File: src/rtl/mips32_prog_loader_if.sv
// mips32_prog_loader_if: byte-stream input and Mem write port of the program loader
interface mips32_prog_loader_if #(parameter int ADDR_W = 10);
    logic              byte_valid;
    logic [7:0]        byte_data;
    logic              byte_ready;
    logic              mem_we;
    logic [ADDR_W-1:0] mem_addr;
    logic [31:0]       mem_wdata;
    modport master (input byte_valid, byte_data, output byte_ready, mem_we, mem_addr, mem_wdata);
    modport slave  (output byte_valid, byte_data, input byte_ready, mem_we, mem_addr, mem_wdata);
endinterface

File: src/rtl/mips32_prog_loader.sv
// mips32_prog_loader: packs a checksummed byte-stream program image into core Mem, then releases the core
module mips32_prog_loader #(
    parameter int                ADDR_W    = 10,
    parameter logic [ADDR_W-1:0] BASE_ADDR = '0,
    parameter int                MAX_WORDS = 1024
) (
    input  logic                clk1,
    input  logic                rst_n,
    input  logic                start,
    mips32_prog_loader_if.master bus,
    output logic                core_run,
    output logic                done,
    output logic                error,
    output logic [15:0]         word_count
);
    typedef enum logic [2:0] {IDLE, LEN_HI, LEN_LO, DATA, CSUM, DONE, ERROR} state_t;
    localparam logic [16:0] MAXW = 17'(MAX_WORDS);
    state_t      state, state_nx;
    logic [15:0] len;
    logic [23:0] shreg;
    logic [7:0]  csum;
    logic [1:0]  byte_idx;
    logic        xfer, go, last;
    assign bus.byte_ready = state inside {LEN_HI, LEN_LO, DATA, CSUM};
    assign xfer = bus.byte_valid & bus.byte_ready;
    assign go   = start & (state inside {IDLE, DONE, ERROR});
    // word_count already counts every earlier word when a word's 4th byte arrives
    assign last = byte_idx == 2'd3 && word_count + 16'd1 == len;
    always_comb begin
        state_nx = state;
        case (state)
            IDLE, DONE, ERROR: state_nx = go ? LEN_HI : state;
            LEN_HI: state_nx = xfer ? LEN_LO : state;
            LEN_LO: if (xfer) state_nx = {len[15:8], bus.byte_data} == 16'd0 ? CSUM :
                                         {1'b0, len[15:8], bus.byte_data} > MAXW ? ERROR : DATA;
            DATA:   if (xfer && last) state_nx = CSUM;
            CSUM:   if (xfer) state_nx = csum == bus.byte_data ? DONE : ERROR;
            default: state_nx = IDLE;
        endcase
    end
    always_ff @(posedge clk1 or negedge rst_n)
        if (!rst_n) state <= IDLE;
        else state <= state_nx;
    always_ff @(posedge clk1 or negedge rst_n) begin
        if (!rst_n) begin
            bus.mem_we    <= 1'b0;
            bus.mem_addr  <= '0;
            bus.mem_wdata <= '0;
            core_run      <= 1'b0;
            done          <= 1'b0;
            error         <= 1'b0;
            word_count    <= '0;
            len           <= '0;
            shreg         <= '0;
            csum          <= '0;
            byte_idx      <= '0;
        end else begin
            bus.mem_we <= 1'b0;
            done       <= state_nx == DONE;
            core_run   <= state_nx == DONE;
            error      <= state_nx == ERROR;
            if (go) begin
                word_count <= '0;
                csum       <= '0;
                byte_idx   <= '0;
            end
            if (xfer && state == LEN_HI) len[15:8] <= bus.byte_data;
            if (xfer && state == LEN_LO) len[7:0] <= bus.byte_data;
            if (xfer && state == DATA) begin
                shreg    <= {shreg[15:0], bus.byte_data};
                csum     <= csum ^ bus.byte_data;
                byte_idx <= byte_idx + 2'd1;
                if (byte_idx == 2'd3) begin
                    bus.mem_we    <= 1'b1;
                    bus.mem_wdata <= {shreg, bus.byte_data};
                    bus.mem_addr  <= BASE_ADDR + word_count[ADDR_W-1:0];
                    word_count    <= word_count + 16'd1;
                end
            end
        end
    end
endmodule
File: src/flat_wrapper.sv
// flat-port wrapper written by rule: the top's interface ports become plain ports
module mips32_prog_loader_flat 
#(
    parameter int                ADDR_W    = 10,
    parameter logic [ADDR_W-1:0] BASE_ADDR = '0,
    parameter int                MAX_WORDS = 1024
)
  (clk1, rst_n, start, core_run, done, error, word_count, bus_byte_valid, bus_byte_data, bus_byte_ready, bus_mem_we, bus_mem_addr, bus_mem_wdata);
  mips32_prog_loader_if #(.ADDR_W(ADDR_W)) bus_i ();
  input  logic clk1;
  input  logic rst_n;
  input  logic start;
  output logic core_run;
  output logic done;
  output logic error;
  output logic [15:0] word_count;
  input wire logic [$bits(bus_i.byte_valid)-1:0] bus_byte_valid;
  input wire logic [$bits(bus_i.byte_data)-1:0] bus_byte_data;
  output wire logic [$bits(bus_i.byte_ready)-1:0] bus_byte_ready;
  output wire logic [$bits(bus_i.mem_we)-1:0] bus_mem_we;
  output wire logic [$bits(bus_i.mem_addr)-1:0] bus_mem_addr;
  output wire logic [$bits(bus_i.mem_wdata)-1:0] bus_mem_wdata;
  assign bus_i.byte_valid = bus_byte_valid;
  assign bus_i.byte_data = bus_byte_data;
  assign bus_byte_ready = bus_i.byte_ready;
  assign bus_mem_we = bus_i.mem_we;
  assign bus_mem_addr = bus_i.mem_addr;
  assign bus_mem_wdata = bus_i.mem_wdata;
  mips32_prog_loader #(.ADDR_W(ADDR_W), .BASE_ADDR(BASE_ADDR), .MAX_WORDS(MAX_WORDS)) u_core (.clk1(clk1), .rst_n(rst_n), .start(start), .bus(bus_i), .core_run(core_run), .done(done), .error(error), .word_count(word_count));
endmodule
File: config.mk
export PLATFORM = sky130hd
export DESIGN_NAME = mips32_prog_loader_flat
export DESIGN_NICKNAME = d
export VERILOG_FILES = /design/src/rtl/mips32_prog_loader_if.sv /design/src/rtl/mips32_prog_loader.sv /design/src/flat_wrapper.sv
export SDC_FILE = /design/constraint.sdc
export NUM_CORES = 1
export LEC_CHECK = 0
export BUFFER_PORTS_ARGS = -buffer_cell sky130_fd_sc_hd__buf_2
export CELL_PAD_IN_SITES_DETAIL_PLACEMENT = 1
export CELL_PAD_IN_SITES_GLOBAL_PLACEMENT = 1
export CORE_AREA = 2 2 136 98
export CTS_CLUSTER_DIAMETER = 50
export DETAILED_ROUTE_END_ITERATION = 10
export DIE_AREA = 0 0 138 100
export GPL_ROUTABILITY_DRIVEN = 0
export PLACE_DENSITY = 0.75
export SKIP_CTS_REPAIR_TIMING = 1
export SLEW_MARGIN = 5
export SYNTH_ARGS = -nofsm -noshare
export SYNTH_HDL_FRONTEND = slang
export SYNTH_SLANG_ARGS = --single-unit
File: constraint.sdc
create_clock -name clk1 -period 3.3 [get_ports clk1]
set_clock_uncertainty 0.2 [all_clocks]
set_input_delay 0.495 -clock clk1 [delete_from_list [all_inputs] [get_ports clk1]]
set_output_delay 0.495 -clock clk1 [all_outputs]
set_load 0.02 [all_outputs]
# Word level (Yosys, flattened, before mapping)
# Cells that the tools add are included.
totals:
  in_bits: 12
  reg_bits: 114
classes:
  n_lt_le_gt_ge: 1
  n_reduce_logical: 12
  n_mux: 18
  addsub: 2
  bitwise_logic: 3
  n_eq_ne: 11
ops:
  columns: ["op", "count"]
  rows:
  - ["$mux W16", 3]
  - ["$mux W3", 7]
  - ["$add A16 B1 Y16 const B", 1]
  - ["$eq A16 B16 Y1", 1]
  - ["$gt A16 B11 Y1 const B", 1]
  - ["$logic_not A16 Y1", 1]
  - ["$mux W8", 2]
  - ["$eq A3 B3 Y1 const B", 5]
  - ["$pmux W3 S5", 1]
  - ["$eq A8 B8 Y1", 1]
  - ["$xor A8 B8 Y8", 1]
  - ["$eq A3 B2 Y1 const B", 2]
  - ["$mux W2", 3]
  - ["$logic_and A1 B1 Y1", 5]
  - ["$reduce_bool A4 Y1", 1]
  - ["$eq A3 B1 Y1 const B", 1]
  - ["$logic_not A3 Y1", 1]
  - ["$reduce_bool A3 Y1", 1]
  - ["$reduce_or A3 Y1", 1]
  - ["$add A2 B1 Y2 const B", 1]
  - ["$and A1 B1 Y1", 2]
  - ["$eq A2 B2 Y1 const B", 1]
  - ["$mux W1", 2]
  - ["$reduce_and A2 Y1", 1]
  - ["$reduce_bool A2 Y1", 1]

# Logic depth before layout (Yosys ltp)
logic_depth:
  ltp_word: 7
  ltp_mapped: 10
  ltp_nobuf: 8

# Worst setup path before layout
# Ideal clock, no wire load.
synth_path:
  path_kind: "register to register"
  startpoint: "reg u_core.word_count[0]"
  endpoint: "reg u_core.state[2]"
  stages_incl_launch_ff: 9
  n_path_buf: 0
  slack_ns: 0.727
  t_arrival_ns: 2.307
  path_cell_list: "dfrtp_1 ha_1 nand4_4 nor4_4 mux2i_1 o311ai_1 o21ai_1 or3_1 nand2_1"
synth_via:
  elab_chain_len: 6
synth_rtl:
  columns: ["element", "line", "source"]
  rows:
  - ["start: declaration", "mips32_prog_loader.sv:14", "output logic [15:0] word_count"]
  - ["start signal: assignment", "mips32_prog_loader.sv:77", "word_count <= word_count + 16'd1;"]
  - ["$add A16 B1 Y16", "mips32_prog_loader.sv:28", "assign last = byte_idx == 2'd3 && word_count + 16'd1 == len;"]
  - ["$eq A16 B16 Y1", "mips32_prog_loader.sv:28", null]
  - ["$logic_and A1 B1 Y1", "mips32_prog_loader.sv:28", null]
  - ["$logic_and A1 B1 Y1", "mips32_prog_loader.sv:36", "DATA: if (xfer && last) state_nx = CSUM;"]
  - ["$mux W3", "mips32_prog_loader.sv:36", null]
  - ["$pmux W3 S5", "mips32_prog_loader.sv:31", "case (state)"]
  - ["named net u_core.state_nx[2]", "mips32_prog_loader.sv:18", "state_t state, state_nx;"]
  - ["end signal: assignment", "mips32_prog_loader.sv:43", "else state <= state_nx;"]
  - ["end: declaration", "mips32_prog_loader.sv:18", null]
# The timed path passes the listed nets, and every way through them passes these cells.
# A chain may end at the register's enable or synchronous reset.

# Worst setup path in the final report
layout_path:
  startpoint: "reg u_core.word_count[0]"
  endpoint: "reg u_core.state[1]"
# Same word-level chain as after synthesis.

==> Implementation_results.wiki <==
{| class="wikitable"
! Metric !! Value
|-
| Type of destination of the critical path || flip-flop
|-
| Total Die Area || about 14000 um2
|-
| Number of library cell types mapped by synthesis || 58
|-
| Final count of hold timing violations || 0
|-
| Post-Route Hold Slack || between 0.15 and 0.2 ns
|-
| Most common cell in the netlist || sky130_fd_sc_hd__nand2_1
|-
| Final Net Count || ~690
|-
| Area growth from synthesis to final layout || 19.6%
|-
| Effective utilization at floorplan || about 43%
|-
| Worst ir drop on vdd || between 0.0004 and 0.0005 V
|-
| Placed insts || between 800 and 900
|-
| Worst slew margin || a little over two fifths
|-
| Total of flip-flops plus latches after synthesis || about 110
|-
| CTS H-Tree Depth || 4
|-
| Leakage power summed over all cells || between 3 and 4 nW
|-
| Worst Slack Setup Final || 0.370 ns
|-
| Dpl ws || roughly 0.46 ns
|-
| Fmax achieved || roughly 0.34 GHz
|-
| Final Instance Count excl. Fillers || between 800 and 900
|-
| Critical Path Start Type || flip-flop
|-
| I/O pins || 75
|-
| Post-detail-place hpwl || just over 10000 um
|-
| Vertical die dimension || around 100 um
|-
| WP data arrival || around 3 ns
|-
| Detailed router's first-iteration violation count || ~290
|-
| Number of global-route vias before repair || roughly 5k
|-
| CP Class || reg2reg
|-
| Number of vias in the routed layout || about 4.6k
|-
| Horizontal die dimension || between 100 and 150 um
|-
| Critical R2R Launch || u_core.word_count[0]
|-
| Leading cell types by count after synthesis || sky130_fd_sc_hd__nand2_1 (224), sky130_fd_sc_hd__dfrtp_1 (114), sky130_fd_sc_hd__o21ai_0 (42)
|-
| Number of input and output port buffers inserted || 74
|-
| R2R setup slack || approximately 0.37 ns
|-
| Class of the tightest hold or removal check || in2reg
|-
| Mean area per synthesized cell || 9.04 um2
|-
| Max-slew violation count || 0
|-
| Final wirelength || between 15000 and 20000 um
|-
| Most used flip-flop cell after synthesis || sky130_fd_sc_hd__dfrtp_1
|-
| Final antenna-violating net count || 0
|-
| Power density over the cells || 786 nW/um2
|-
| Shortest period the worst path allows || between 2 and 3 ns
|-
| Cell at the root of the clock tree || sky130_fd_sc_hd__clkbuf_16
|-
| Mapped cell area || about 5400 um2
|-
| Worst Tran Pin Value || 0.860 ns
|-
| Share of synthesized area occupied by flip-flops and latches || a little over half
|-
| Synth area leaders || sky130_fd_sc_hd__dfrtp_1 (53%), sky130_fd_sc_hd__nand2_1 (16%), sky130_fd_sc_hd__o21ai_0 (3.9%)
|-
| Routed vias/inst || 5.43
|-
| Core footprint || 12700 um2
|-
| Non-Filler Cell Area, Final || 6480 um2
|-
| Count of mapped cells out of synthesis || approximately 600
|-
| Placed standard-cell area || 5930 um2
|-
| Share of post-route cells with drive strength above 1 || approximately 20%
|-
| Setup repair after global routing missed its margin || false
|-
| Worst Hold Path EP || u_core.bus.mem_wdata[7]
|-
| Fill cell total of the finished layout || around 1.5k
|-
| EDFF count, synth || 0
|-
| Clock buffer depth || 2
|-
| Overflow after GRT || 0
|-
| Required time reported for the critical path endpoint || ~3.4 ns
|-
| Setup Viol. Count Final || 0
|-
| Post-Syn Nets || approximately 600
|-
| Async set-or-reset flop fraction in the synthesized netlist || 100%
|-
| Area share of the leading cell type in the synthesized netlist || 52.7%
|-
| Ys Warns || 0
|-
| Global-route wire length before repair || approximately 26000 um
|-
| Average wire per standard cell || 18.2 um
|-
| GRT Overall Usage || 24.0%
|-
| First drt pass iteration count || 4
|-
| Final clock period utilization by the worst path || between 80% and 90%
|-
| Clock sink count || around 110
|-
| Final total negative setup slack || 0 ns
|-
| Critical Path Fanout Max || 8
|-
| Clk pin slew, worst setup/hold paths || ~0.050 ns
|-
| Count of cells along the worst register-to-register path || 8
|-
| Endpoint of the lowest-slack register-to-register path || u_core.state[1]
|-
| Result of the run || complete, no violations
|-
| Critical hold path startpoint || bus_byte_data[7]
|-
| Clock network latency to the later pin of the worst-skew pair || 0.41 ns
|-
| Clock tree from TritonCTS || done
|-
| Number of buffers added by the clock tree synthesis step || 17
|-
| Post-route DRC || 0
|-
| Antenna violations before repair || 0
|-
| # Max-Cap Violations || 0
|-
| Hold Path Depth || 3
|-
| Largest net degree at the start of global routing || 65
|-
| Number of core rows || 35
|-
| Most area-hungry cell type in the Yosys netlist || sky130_fd_sc_hd__dfrtp_1
|-
| Number of inserted diodes || 0
|}
## kinds of logic after synthesis
kind of cell	synth area share [%]
compound gates	9.08
simple gates	25.4
mux	4.25
buf+inv	3.24
fa+ha+maj	0.647
xor+xnor	4.69
flops	52.7
## cells in the final DEF (no fill, tap or decap), types with 2 or more instances in the layout
| master | instances |
|---|---|
| sky130_fd_sc_hd__nor3_1 | 6 |
| sky130_fd_sc_hd__clkbuf_1 | 4 |
| sky130_fd_sc_hd__o211ai_1 | 2 |
| sky130_fd_sc_hd__ha_1 | 2 |
| sky130_fd_sc_hd__a21oi_1 | 7 |
| sky130_fd_sc_hd__o31ai_1 | 6 |
| sky130_fd_sc_hd__and2_1 | 2 |
| sky130_fd_sc_hd__clkinvlp_4 | 3 |
| sky130_fd_sc_hd__nand2_1 | 223 |
| sky130_fd_sc_hd__and3_1 | 6 |
| sky130_fd_sc_hd__mux2_2 | 16 |
| sky130_fd_sc_hd__nand3_1 | 11 |
| sky130_fd_sc_hd__nand4_1 | 5 |
| sky130_fd_sc_hd__nor2b_1 | 2 |
| sky130_fd_sc_hd__nand2_2 | 2 |
| sky130_fd_sc_hd__clkbuf_16 | 17 |
| sky130_fd_sc_hd__or4_1 | 3 |
| sky130_fd_sc_hd__or3_1 | 3 |
| sky130_fd_sc_hd__nor2_1 | 26 |
| sky130_fd_sc_hd__mux2i_1 | 5 |
| sky130_fd_sc_hd__buf_4 | 10 |
| sky130_fd_sc_hd__nor3b_1 | 3 |
| sky130_fd_sc_hd__nor4_1 | 6 |
| sky130_fd_sc_hd__a21boi_0 | 2 |
| sky130_fd_sc_hd__xnor2_1 | 15 |
| sky130_fd_sc_hd__xor2_1 | 14 |
| sky130_fd_sc_hd__buf_2 | 73 |
| sky130_fd_sc_hd__nand2b_1 | 3 |
| sky130_fd_sc_hd__o41ai_1 | 3 |
| sky130_fd_sc_hd__clkinv_2 | 5 |
| sky130_fd_sc_hd__dfrtp_1 | 114 |
| sky130_fd_sc_hd__or2_2 | 2 |
| sky130_fd_sc_hd__o21ai_0 | 42 |
| sky130_fd_sc_hd__nand4b_1 | 2 |
| sky130_fd_sc_hd__inv_1 | 10 |
| sky130_fd_sc_hd__o22ai_1 | 4 |
## final cells by class
type	instances	area, um2	share of cell area, %
sequential	114	2850	44.0
timing repair buffer	84	450	6.95
clock buffer	22	454	7.01
tap	166	208	3.21
multi-input combinational	445	2390	36.9
clock inverter	10	86.3	1.33
inverter	10	37.5	0.579
## metrics by stage
| step | utilization [%] | power, mW |
|---|---|---|
| 2_1_floorplan | - | 2.93 |
| 3_3_place_gp | 46.7 | 3.29 |
| 3_5_place_dp | 46.7 | 3.38 |
| 4_1_cts | 50.9 | 5.13 |
| 5_1_grt | 51.0 | 5.41 |
| 6_report | 51.0 | 5.09 |
## how the worst max path moves through the flow
stage / from / end / slack, ns / cells after the start
6_report: u_core.word_count[0] / u_core.state[1] / 0.37 / 8
4_1_cts: u_core.word_count[0] / u_core.state[1] / 0.42 / 8
5_1_grt: u_core.word_count[0] / u_core.state[0] / 0.11 / 8
3_3_place_gp: u_core.word_count[0] / u_core.state[0] / 0.61 / 8
3_5_place_dp: u_core.word_count[0] / u_core.state[2] / 0.46 / 8
2_1_floorplan: u_core.word_count[0] / u_core.state[2] / 0.73 / 8
## critical path: stages (launching register included)
cell and delay (ns):
sky130_fd_sc_hd__dfrtp_1 0.52, sky130_fd_sc_hd__ha_1 0.39, sky130_fd_sc_hd__nand3_1 0.17, sky130_fd_sc_hd__o21ai_0 0.23
sky130_fd_sc_hd__o211ai_1 0.13, sky130_fd_sc_hd__nor4_1 0.46, sky130_fd_sc_hd__o2111ai_1 0.26, sky130_fd_sc_hd__o31ai_1 0.36
sky130_fd_sc_hd__nand2_1 0.08
## where the power goes
group	internal, mW	switching [mW]
logic	0.518	0.732
registers	1.77	0.371
clock network	1.05	0.651
## registers in the layout, summed over array words and instances (netlist names)
| name | flops |
|---|---|
| u_core.core_run | 1 |
| u_core.shreg | 24 |
| u_core.bus.mem_wdata | 32 |
| u_core.bus.mem_we | 1 |
| u_core.byte_idx | 2 |
| u_core.len | 16 |
| u_core.error | 1 |
| u_core.state | 3 |
| u_core.word_count | 16 |
| u_core.csum | 8 |
| u_core.bus.mem_addr | 10 |
## metal layers
metal  part of all wire, %  track usage (%)
met2                    47             37.4
met4                   1.3             8.87
met5                     0                0
met3                   5.9             4.53
met1                    46             33.8
(Power assumes the default switching activity.)
